==> src/rtl/shift_add_mult_pkg.sv <==
// Shared definitions for the shift-and-add multiplier: state encoding and counter sizing.
package shift_add_mult_pkg;

  typedef enum logic [1:0] {
    ST_IDLE = 2'd0,
    ST_CALC = 2'd1,
    ST_DONE = 2'd2
  } state_e;

  // Bits needed to hold values 0..w (ceil(log2(w+1))).
  function automatic int unsigned count_width(input int unsigned w);
    int unsigned n;
    n = 0;
    while ((64'd1 << n) < (64'(w) + 64'd1)) begin
      n = n + 1;
    end
    return n;
  endfunction

endpackage

==> src/rtl/rc_adder.sv <==
// Width-bit ripple-carry adder with carry out; carry chain is bit-serial by construction.
module rc_adder #(
  parameter int unsigned Width = 4
) (
  input  logic [Width-1:0] a_i,
  input  logic [Width-1:0] b_i,
  output logic [Width-1:0] result_o,
  output logic             carry_o
);

  logic carry;

  always_comb begin
    result_o = '0;
    carry    = 1'b0;
    for (int i = 0; i < int'(Width); i++) begin
      result_o[i] = a_i[i] ^ b_i[i] ^ carry;
      carry       = (a_i[i] & b_i[i]) | (carry & (a_i[i] ^ b_i[i]));
    end
    carry_o = carry;
  end

endmodule

==> src/rtl/shift_add_mult.sv <==
// Sequential unsigned shift-and-add multiplier sharing one rc_adder, one step per clock.
// Optional: define SHIFT_ADD_MULT_ZERO_SKIP_EN to bypass CALC when either operand is zero.
module shift_add_mult
  import shift_add_mult_pkg::*;
#(
  parameter int unsigned Width = 4
) (
  input  logic               clk_i,
  input  logic               rst_ni,
  input  logic               start_i,
  input  logic [Width-1:0]   a_i,
  input  logic [Width-1:0]   b_i,
  output logic               busy_o,
  output logic               done_o,
  output logic [2*Width-1:0] product_o
);

  localparam int unsigned CntW = count_width(Width);

  state_e             state_q, state_d;
  logic [Width-1:0]   mcand_q, mcand_d;
  logic [2*Width-1:0] product_q, product_d;
  logic [CntW-1:0]    count_q, count_d;
  logic               busy_q, busy_d;
  logic               done_q, done_d;

  logic [Width-1:0]   hi, lo, sum;
  logic               carry;

  assign hi = product_q[2*Width-1:Width];
  assign lo = product_q[Width-1:0];

  rc_adder #(.Width(Width)) u_rc_adder (
    .a_i      (hi),
    .b_i      (mcand_q),
    .result_o (sum),
    .carry_o  (carry)
  );

  // Next-state and datapath update; busy/done are registered from the next state.
  always_comb begin
    state_d   = state_q;
    mcand_d   = mcand_q;
    product_d = product_q;
    count_d   = count_q;

    unique case (state_q)
      ST_IDLE: begin
        if (start_i) begin
          mcand_d   = a_i;
          product_d = {Width'(0), b_i};
          count_d   = CntW'(Width);
          state_d   = ST_CALC;
`ifdef SHIFT_ADD_MULT_ZERO_SKIP_EN
          if ((a_i == '0) || (b_i == '0)) begin
            product_d = '0;
            state_d   = ST_DONE;
          end
`endif
        end
      end
      ST_CALC: begin
        if (lo[0]) begin
          product_d = {carry, sum, lo[Width-1:1]};
        end else begin
          product_d = {1'b0, hi, lo[Width-1:1]};
        end
        count_d = count_q - CntW'(1);
        if (count_q == CntW'(1)) begin
          state_d = ST_DONE;
        end
      end
      ST_DONE: begin
        state_d = ST_IDLE;
      end
      default: begin
        state_d = ST_IDLE;
      end
    endcase

    busy_d = (state_d != ST_IDLE);
    done_d = (state_d == ST_DONE);
  end

  always_ff @(posedge clk_i or negedge rst_ni) begin
    if (!rst_ni) begin
      state_q   <= ST_IDLE;
      mcand_q   <= '0;
      product_q <= '0;
      count_q   <= '0;
      busy_q    <= 1'b0;
      done_q    <= 1'b0;
    end else begin
      state_q   <= state_d;
      mcand_q   <= mcand_d;
      product_q <= product_d;
      count_q   <= count_d;
      busy_q    <= busy_d;
      done_q    <= done_d;
    end
  end

  assign busy_o    = busy_q;
  assign done_o    = done_q;
  assign product_o = product_q;

endmodule
==> config.mk <==
export PLATFORM = sky130hd
export DESIGN_NAME = shift_add_mult
export DESIGN_NICKNAME = d
export VERILOG_FILES = /design/src/rtl/shift_add_mult_pkg.sv /design/src/rtl/rc_adder.sv /design/src/rtl/shift_add_mult.sv
export SDC_FILE = /design/constraint.sdc
export NUM_CORES = 1
export LEC_CHECK = 0
export BUFFER_PORTS_ARGS = -buffer_cell sky130_fd_sc_hd__buf_2
export CAP_MARGIN = 10
export CORE_MARGIN = 3
export CORE_UTILIZATION = 56
export DETAILED_ROUTE_END_ITERATION = 8
export PLACE_DENSITY = 0.81
export SETUP_SLACK_MARGIN = 0.15
export SYNTH_ARGS = -nofsm -noshare
export SYNTH_HDL_FRONTEND = slang
export SYNTH_SLANG_ARGS = --single-unit
==> constraint.sdc <==
create_clock -name clk_i -period 3.4 [get_ports clk_i]
set_input_delay 0.34 -clock clk_i [delete_from_list [all_inputs] [get_ports clk_i]]
set_output_delay 0.34 -clock clk_i [all_outputs]
set_load 0.05 [all_outputs]
; ---- Word-level counts from Yosys, hierarchy flattened
; Index checks and enable logic that the tools add are counted.
[op_classes]
reduce_logical = 5
muxes = 8
n_eq_ne = 4
n_bitwise = 17
add_sub_neg = 1
[ops]
columns = operator, count
row1 = 8-bit 2-to-1 mux, 2
row2 = 8-bit one-hot mux with 2 select lines, 1
row3 = 1-bit AND, 7
row4 = 1-bit XOR, 7
row5 = 3-bit one-hot mux with 2 select lines, 1
row6 = 2-bit 2-to-1 mux, 2
row7 = 2-bit one-hot mux with 2 select lines, 1
row8 = 2-bit AND reduction, 2
row9 = 2-bit nonzero test, 2
row10 = "3-bit by 1-bit == test with 1-bit output, second input constant", 1
row11 = 3-bit 2-to-1 mux, 1
row12 = 1-bit bitwise OR, 3
row13 = "3-bit by 1-bit subtractor with 3-bit output, second input constant", 1
row14 = "2-bit by 1-bit == test with 1-bit output, second input constant", 1
row15 = "2-bit == test, second input constant", 1
row16 = 2-bit zero test, 1
row17 = "2-bit inequality test, second input constant", 1
[word_totals]
ff_bits = 19
input_bits = 11

; ---- Depth between registers and ports, before layout
; Gate-level depths: netlist of the first run.
[depth]
ltp_word = 9
ltp_mapped = 8
depth_no_buf = 8

; ---- By module
; From an unflattened synthesis of the first run, not the netlist that was laid out.
[hier_totals]
cells_unflattened = 95
area_unflattened_um2 = 994.7
[by_module_without_submodules]
columns = mod, instances, cells_per_inst, area_each_um2
row1 = shift_add_mult, 1, 81, 884.6
row2 = rc_adder, 1, 14, 110.1

; ---- Worst setup path after synthesis of the first run
; OpenSTA, ideal clock, no wires.
[synth_timing]
kind = register to register
start = register product_q[4] (netlist: product_o[4])
end = register product_q[6] (netlist: product_o[6])
setup_slack_ns = 0.971
setup_time_ns = 0.131
path_stages_with_launch = 9
arrival_time_ns = 2.297
cell_sequence = dfrtp_1 -> ha_1 -> inv_1 -> fa_1 -> fa_1 -> inv_1 -> fa_1 -> mux2i_1 -> o22ai_1
[synth_between]
elab_chain_len = 8
[synth_rtl]
columns = element, line
row1 = "start, declared", shift_add_mult.sv:22  ; logic [2*Width-1:0] product_q, product_d;
row2 = "start signal, assigned", shift_add_mult.sv:96  ; product_q <= product_d;
row3 = 1-bit AND (2 in a row), rc_adder.sv:18  ; carry = (a_i[i] & b_i[i]) | (carry & (a_i[i] ^ b_i[i]));
row4 = 1-bit bitwise OR, rc_adder.sv:18
row5 = 1-bit AND, rc_adder.sv:18
row6 = 1-bit bitwise OR, rc_adder.sv:18
row7 = 1-bit XOR, rc_adder.sv:17  ; result_o[i] = a_i[i] ^ b_i[i] ^ carry;
row8 = 8-bit 2-to-1 mux, shift_add_mult.sv:63  ; if (lo[0]) begin
row9 = 8-bit one-hot mux with 2 select lines, shift_add_mult.sv:47  ; unique case (state_q)
; No other way between the ends.
; A chain may end at the register's enable or synchronous reset.

; ---- Worst setup path after layout of the first run
; Ends and elaborated chain as after synthesis.

==> flow_summary.ini, run 1 <==
[outcome]
status = completed

[floorplanning]
die_area_um2 = 2240
initial_utilization = 0.612
die_y_um = 47.3
row_count = 14
core_area_um2 = 1560
ioPinCount = 21
die_w_um = 47.3

[power_and_ir_drop]
power_mw = 1.11
p_clk_frac = 0.103
irDropWorstVdd_uv = 597
cellLeakagePower_nw = 0.557
comb_power_share = 0.529
p_sw_mw = 0.516
p_per_area_nw_per_um2 = 1010
swShare = 0.466
seq_power_share = 0.368
p_int_mw = 0.591

[synthesis]
yosysWarnings = 0
synthCells = 81
synth-seq-cells = 19
synth-seq-area-share = 0.498
ys_types = 28
netlist_area_um2 = 955
avgSynthCellArea_um2 = 11.8
syn_nets = 98

[cts]
clkSlewWorstSetupHoldPaths_ns = 0.11
cts_tree = done
htreeDepth = 1
root_buffer = clkbuf_4
clockBufferDepth = 2
insertion_delay_ns = 0.30
cts_buffers = 3
cts.sinks = 19
cts_resized = 0

[routing]
drtIter0Drc = 2
via_per_inst = 5.66
wire_per_inst_um = 14.4
vias = 679
wl_um = 1730
drc = 0
firstDrtPassIters = 4
postRouteAntennaNets = 0

[finish]
layout_commonest_cell = buf_2
syn2layout_area_growth_pct = 15.3
drive_gt1_frac = 0.356
nFillCells = 128
regArea_um2 = 475
antenna_cells = 0
multiInputGateArea_um2 = 432
nNetsFinal = 122
mostFrequentLayoutCells = buf_2 (20), dfrtp_1 (19), inv_1 (9)

[critical_path]
worst_path_most_repeated_cell = fa_1
slowest_delay_ns = 0.40
crit_path_top_delay_cell = dfrtp_1
start_kind = flip-flop
cp_max_fo = 4
path_cells = ha_1 -> inv_1 -> fa_1 -> fa_1 -> inv_1 -> fa_1 -> mux2i_1 -> o22ai_1
crit_family = adder cells
required_ns = 3.58
cp_num_buf_inv = 2
crit_path_end_kind = flip-flop
path_class = flip-flop to flip-flop
arrival_ns = 2.35

[timing]
hold_viol_final = 0
finalWorstPathRequiredPeriod_ns = 2.16
layout_setup_ws_ns = 1.24
finalCritPeriodShare = 0.636
maxSlewHeadroom = 0.629
finalSetupViolCount = 0
slew_viol_final = 0
fmax_mhz = 462
rsz0062_at_grt = no
tightest_slew_ns = 0.555
final.setup.tns_ns = 0
worst_clock_skew_ns = 0.00487

[grt]
grt_max_degree = 20
overflow = 0
grt_usage = 0.184
first_global_vias = 639
grt_pass1_wl_um = 2740
antenna_found_initial = 0

[worst_hold_path]
hold_path.class = primary input to flip-flop

[placed_design]
io_buffers = 20
dp_worst_setup_slack_ns = 1.23
gp_congestion = 0.749
hpwl_um = 1290

[flow_run]
max_cap_viol_count = 0
==> power groups by stage <==
| stage | registers (mW) | clock network [mW] | logic (mW) |
|---|---|---|---|
| final | 0.407 | 0.115 | 0.586 |
| after global routing | 0.423 | 0.129 | 0.645 |
| after floorplan | 0.546 | 0 | 0.329 |
| after global placement | 0.407 | 0 | 0.575 |
| after detailed placement | 0.415 | 0 | 0.590 |
| after CTS | 0.409 | 0.118 | 0.594 |
==> synth_stat cells, drive strengths merged <==
library cell / instances / area (um2)
dfrtp: 19 / 475
inv: 10 / 37.5
o21ai: 6 / 30.0
mux2: 5 / 71.3
a21oi: 4 / 20.0
and2b: 4 / 36.3
nand2: 4 / 15.0
a22oi: 3 / 22.5
and3: 3 / 18.8
fa: 3 / 60.1
ha: 3 / 37.5
nor2b: 3 / 21.3
o22ai: 3 / 18.8
o21bai: 2 / 18.8
a211oi: 1 / 12.5
a31oi: 1 / 6.26
a32o: 1 / 10.0
buf: 1 / 5.00
clkbuf: 1 / 5.00
mux2i: 1 / 10.0
nand2b: 1 / 6.26
nor2: 1 / 3.75
o31ai: 1 / 12.5
==> sequential cells by signal (all words and copies together) (netlist names) <==
name and cells:
done_o 1, state_q 2, busy_o 1, product_o 8
count_q 3, mcand_q 4
==> worst paths after layout <==
| path | start | endpoint | slack (ns) | depth (start not counted) |
|---|---|---|---|---|
| setup / recovery | product_o[4] | product_o[6] | 1.24 | 8 |
| hold / removal | a_i[1] | mcand_q[1] | 0.26 | 2 |
| setup reg to reg | product_o[4] | product_o[6] | 1.24 | 8 |
| hold reg to reg | mcand_q[1] | mcand_q[1] | 0.53 | 1 |
| max in group asynchronous | rst_ni | count_q[2] | 2.60 | 2 |
| min in group asynchronous | rst_ni | product_o[1] | 0.50 | 2 |
==> metrics by stage <==
stage / hold slack [ns] / cell area (um2) / util / instances
detailed placement: 0.305 / 1060 / 0.683 / 115
CTS: 0.253 / 1100 / 0.706 / 120
floorplan: 0.0444 / 955 / - / 81
global route: 0.245 / 1100 / 0.706 / 120
global placement: 0.296 / 1060 / 0.683 / 115
finish: 0.264 / 1100 / 0.706 / 120
==> worst register-to-register path: cells and delay by family, from the launching register on <==
kind	cells	cell delay (ns)
adder cells (fa/ha/maj)	4	1.29
flip-flops	1	0.40
multiplexers	1	0.14
buffers and inverters	2	0.12
AO/OA/AOI/OAI	1	0.09
==> area by class of cell <==
cell class	instances	area share
flip-flops and latches	19	0.432
multi-input cells	50	0.392
repair buffers	21	0.100
inverters	10	0.0341
clock buffers	4	0.0239
well taps	16	0.0182
==> cells by family after synthesis <==
logic type                 synth area share
buffers and inverters                0.0498
adders and majority gates             0.102
and+or+nand+nor                       0.106
DFF                                   0.498
muxes                                0.0852
AOI/OAI and AO/OA                     0.159
==> routing by layer <==
metal | global-route usage | vias up | share of wire
met3 | 0.0383 | 5 | 0.047
met2 | 0.283 | 16 | 0.48
met1 | 0.232 | 334 | 0.45
li1 | - | 324 | -
met5 | 0 | - | 0
met4 | 0.116 | 0 | 0.025
==> repair_timing <==
| item | CTS | global route |
|---|---|---|
| endpoints found under the setup margin | 0 | 0 |
| hold endpoints to repair | 19 | 0 |
| hold buffers | 1 | 0 |
| setup buffers | 0 | 0 |
(Power assumes the default switching activity.)
==> run 2: changes to the inputs <==
ABC_AREA = 1   (was not set)
CORE_UTILIZATION = 47   (was 56)
PLACE_DENSITY = 0.72   (was 0.81)
clock period = 1.8 ns   (was 3.4 ns; I/O delays follow)
==> run 2 against run 1 <==
  * The flow now finishes with violations (setup timing)
  * Power is 120% higher
  * Via count is 17% higher
  * Clock skew is 0.0019 ns higher
  * Hold slack lost 0.16 ns
  * Sequential share of layout area decreased by 2.4 points
  * Final cell count increased by 31%
  * Core utilization down 7.0 points
  * Highest routed layer unchanged
  * Sequential cell count stayed put
  * First-iteration DRC count grew to 8.0 times the previous value
  * Clock power is 90% higher
==> flow_summary.ini, run 2 <==
[cts]
htreeDepth = 1
insertion_delay_ns = 0.30
clockBufferDepth = 2
clkSlewWorstSetupHoldPaths_ns = 0.11
cts_buffers = 3
cts.sinks = 19
cts_tree = done
root_buffer = clkbuf_4

[finish]
drive_gt1_frac = 0.348
nNetsFinal = 150
syn2layout_area_growth_pct = 20.3
layout_commonest_cell = nand2_1
mostFrequentLayoutCells = nand2_1 (35), buf_2 (20), dfrtp_1 (17)
antenna_cells = 0
largest_reg_flops = 8
instances_no_fill = 157

[timing]
slew_viol_final = 0
tightest_slew_ns = 0.435
rsz0062_at_grt = yes
fmax_mhz = 484
hold_viol_final = 0
worst_clock_skew_ns = 0.00682
finalCritPeriodShare = 1.15
maxSlewHeadroom = 0.708
finalWorstPathRequiredPeriod_ns = 2.07
layout_setup_ws_ns = -0.267
finalSetupViolCount = 1

[critical_path]
cp_max_fo = 2
arrival_ns = 2.26
required_ns = 1.99
r2r_slack_ns = -0.27
path_class = flip-flop to flip-flop
reg2regPathDepth = 8
start_kind = flip-flop
crit_path_end_kind = flip-flop
r2r-end = product_o[6]
reg2reg_from = product_o[4]
cp-startpoint = product_o[4]
worstSetupEndpoint = product_o[6]

[flow_run]
max_cap_viol_count = 0

[routing]
postRouteAntennaNets = 0
wl_um = 1950
drtIter0Drc = 16
via_per_inst = 5.05
firstDrtPassIters = 4
vias = 793
drc = 0
wire_per_inst_um = 12.4

[synthesis]
synth-seq-area-share = 0.488
async_reset_ff_frac = 1.00
synth-seq-cells = 19
yosysTopAreaCellShare = 0.488
synth.area.top_cells = dfrtp_1 (49%), nand2_1 (13%), fa_1 (6.2%)
yosysWarnings = 0
synth-edff-count = 0
ys_types = 21
synthCells = 105
synth_most_common_cell = nand2_1
yosys.area.top_type = dfrtp_1
synthTopCellsByCount = nand2_1 (35), dfrtp_1 (19), inv_1 (13), nand3_1 (4), o21ai_2 (4)
avgSynthCellArea_um2 = 9.27
ys.flop_type = dfrtp_1
netlist_area_um2 = 973
syn_nets = 122

[worst_hold_path]
hold_path.class = primary input to flip-flop
hold_path_depth = 3

[grt]
antenna_found_initial = 0
grt_pass1_wl_um = 3380
overflow = 0
grt_usage = 0.174
first_global_vias = 795
grt_max_degree = 20

[floorplanning]
die_w_um = 51.5
core_area_um2 = 1840
die_y_um = 51.5
die_area_um2 = 2650
ioPinCount = 21
initial_utilization = 0.529
row_count = 15

[power_and_ir_drop]
power_mw = 2.41
cellLeakagePower_nw = 0.615
irDropWorstVdd_uv = 1190
p_per_area_nw_per_um2 = 2060

[placed_design]
gp_congestion = 0.769
hpwl_um = 1440
io_buffers = 20
placed_cells = 151

[outcome]
status = finished, violations left
violations = setup timing
[run 2: cell types whose count changed after synthesis, moves of 3 or more]
cell / change
o22ai_1: -3
and2b_2: -3
o21ai_0: -3
and3_1: -3
inv_1: +4
nand3_1: +4
a22oi_1: -3
mux2_4: -4
o21ai_2: +4
nand2_1: +31
[run 2: cell families (layout without fill, tap and decap cells)]
kind of cell | Yosys count | after routing | share of synthesized area
flip-flops | 19 | 19 | 0.488
AND/OR/NAND/NOR | 47 | 47 | 0.212
adder cells (fa/ha/maj) | 6 | 6 | 0.100
buffers and inverters | 17 | 44 | 0.0835
AO/OA/AOI/OAI | 16 | 16 | 0.116
[run 2: report_power, final]
part	leakage (nW)	internal [mW]	switching [mW]	total, mW
clock network	0.0150	0.0866	0.132	0.219
registers	0.228	0.624	0.155	0.779
logic	0.372	0.471	0.941	1.41
total	0.615	1.18	1.23	2.41
[run 2: what timing repair did]
| item | CTS | global route |
|---|---|---|
| pin swaps | 2 | 1 |
| endpoints found under the setup margin | 3 | 3 |
| buffers inserted | 0 | 1 |
| hold buffers | 1 | 0 |
| gates resized for setup | 1 | 0 |
| hold endpoints to repair | 19 | 0 |
[run 2: critical path, cell delays in order, from the launching register on]
cell and delay [ns]:
dfrtp_2 0.41, ha_4 0.13, inv_2 0.03, fa_2 0.33, fa_2 0.34, inv_2 0.06
fa_1 0.39, o211ai_1 0.20, o21ai_2 0.07
[run 2: worst min path at each step]
| stage | from | slack (ns) | endpoint |
|---|---|---|---|
| after detailed placement | rst_ni | 0.14 | product_o[0] |
| after global placement | rst_ni | 0.14 | busy_o |
| after global routing | a_i[3] | 0.10 | mcand_q[3] |
| after floorplan | rst_ni | -0.12 | busy_o |
| final | a_i[3] | 0.11 | mcand_q[3] |
| after CTS | a_i[3] | 0.11 | mcand_q[3] |
[run 2: cell type report]
cell class | instances | area (um2)
multi-input cells | 69 | 439
inverters | 15 | 56.3
flip-flops and latches | 19 | 478
clock buffers | 4 | 26.3
well taps | 25 | 31.3
fillers | 167 | 668
repair buffers | 25 | 140
[run 2: stage by stage]
stage               instance area [um2]  setup WS (ns)  hold WS, ns  utilization  TNS (ns)
floorplan                           993         -0.412       -0.116            -    -0.518
global placement                   1120         -0.234        0.142        0.610    -0.234
detailed placement                 1120         -0.285        0.141        0.610    -0.285
CTS                                1160         -0.299        0.105        0.633    -0.299
global route                       1170         -0.333        0.100        0.637    -0.392
finish                             1170         -0.267        0.107        0.637    -0.267
[run 2: metal layers]
metal / global-route usage / vias to the layer above / share of wire
li1: - / 384 / -
met1: 0.206 / 386 / 0.44
met2: 0.309 / 20 / 0.50
met3: 0.0344 / 3 / 0.043
met4: 0.0655 / 0 / 0.016
met5: 0 / - / 0
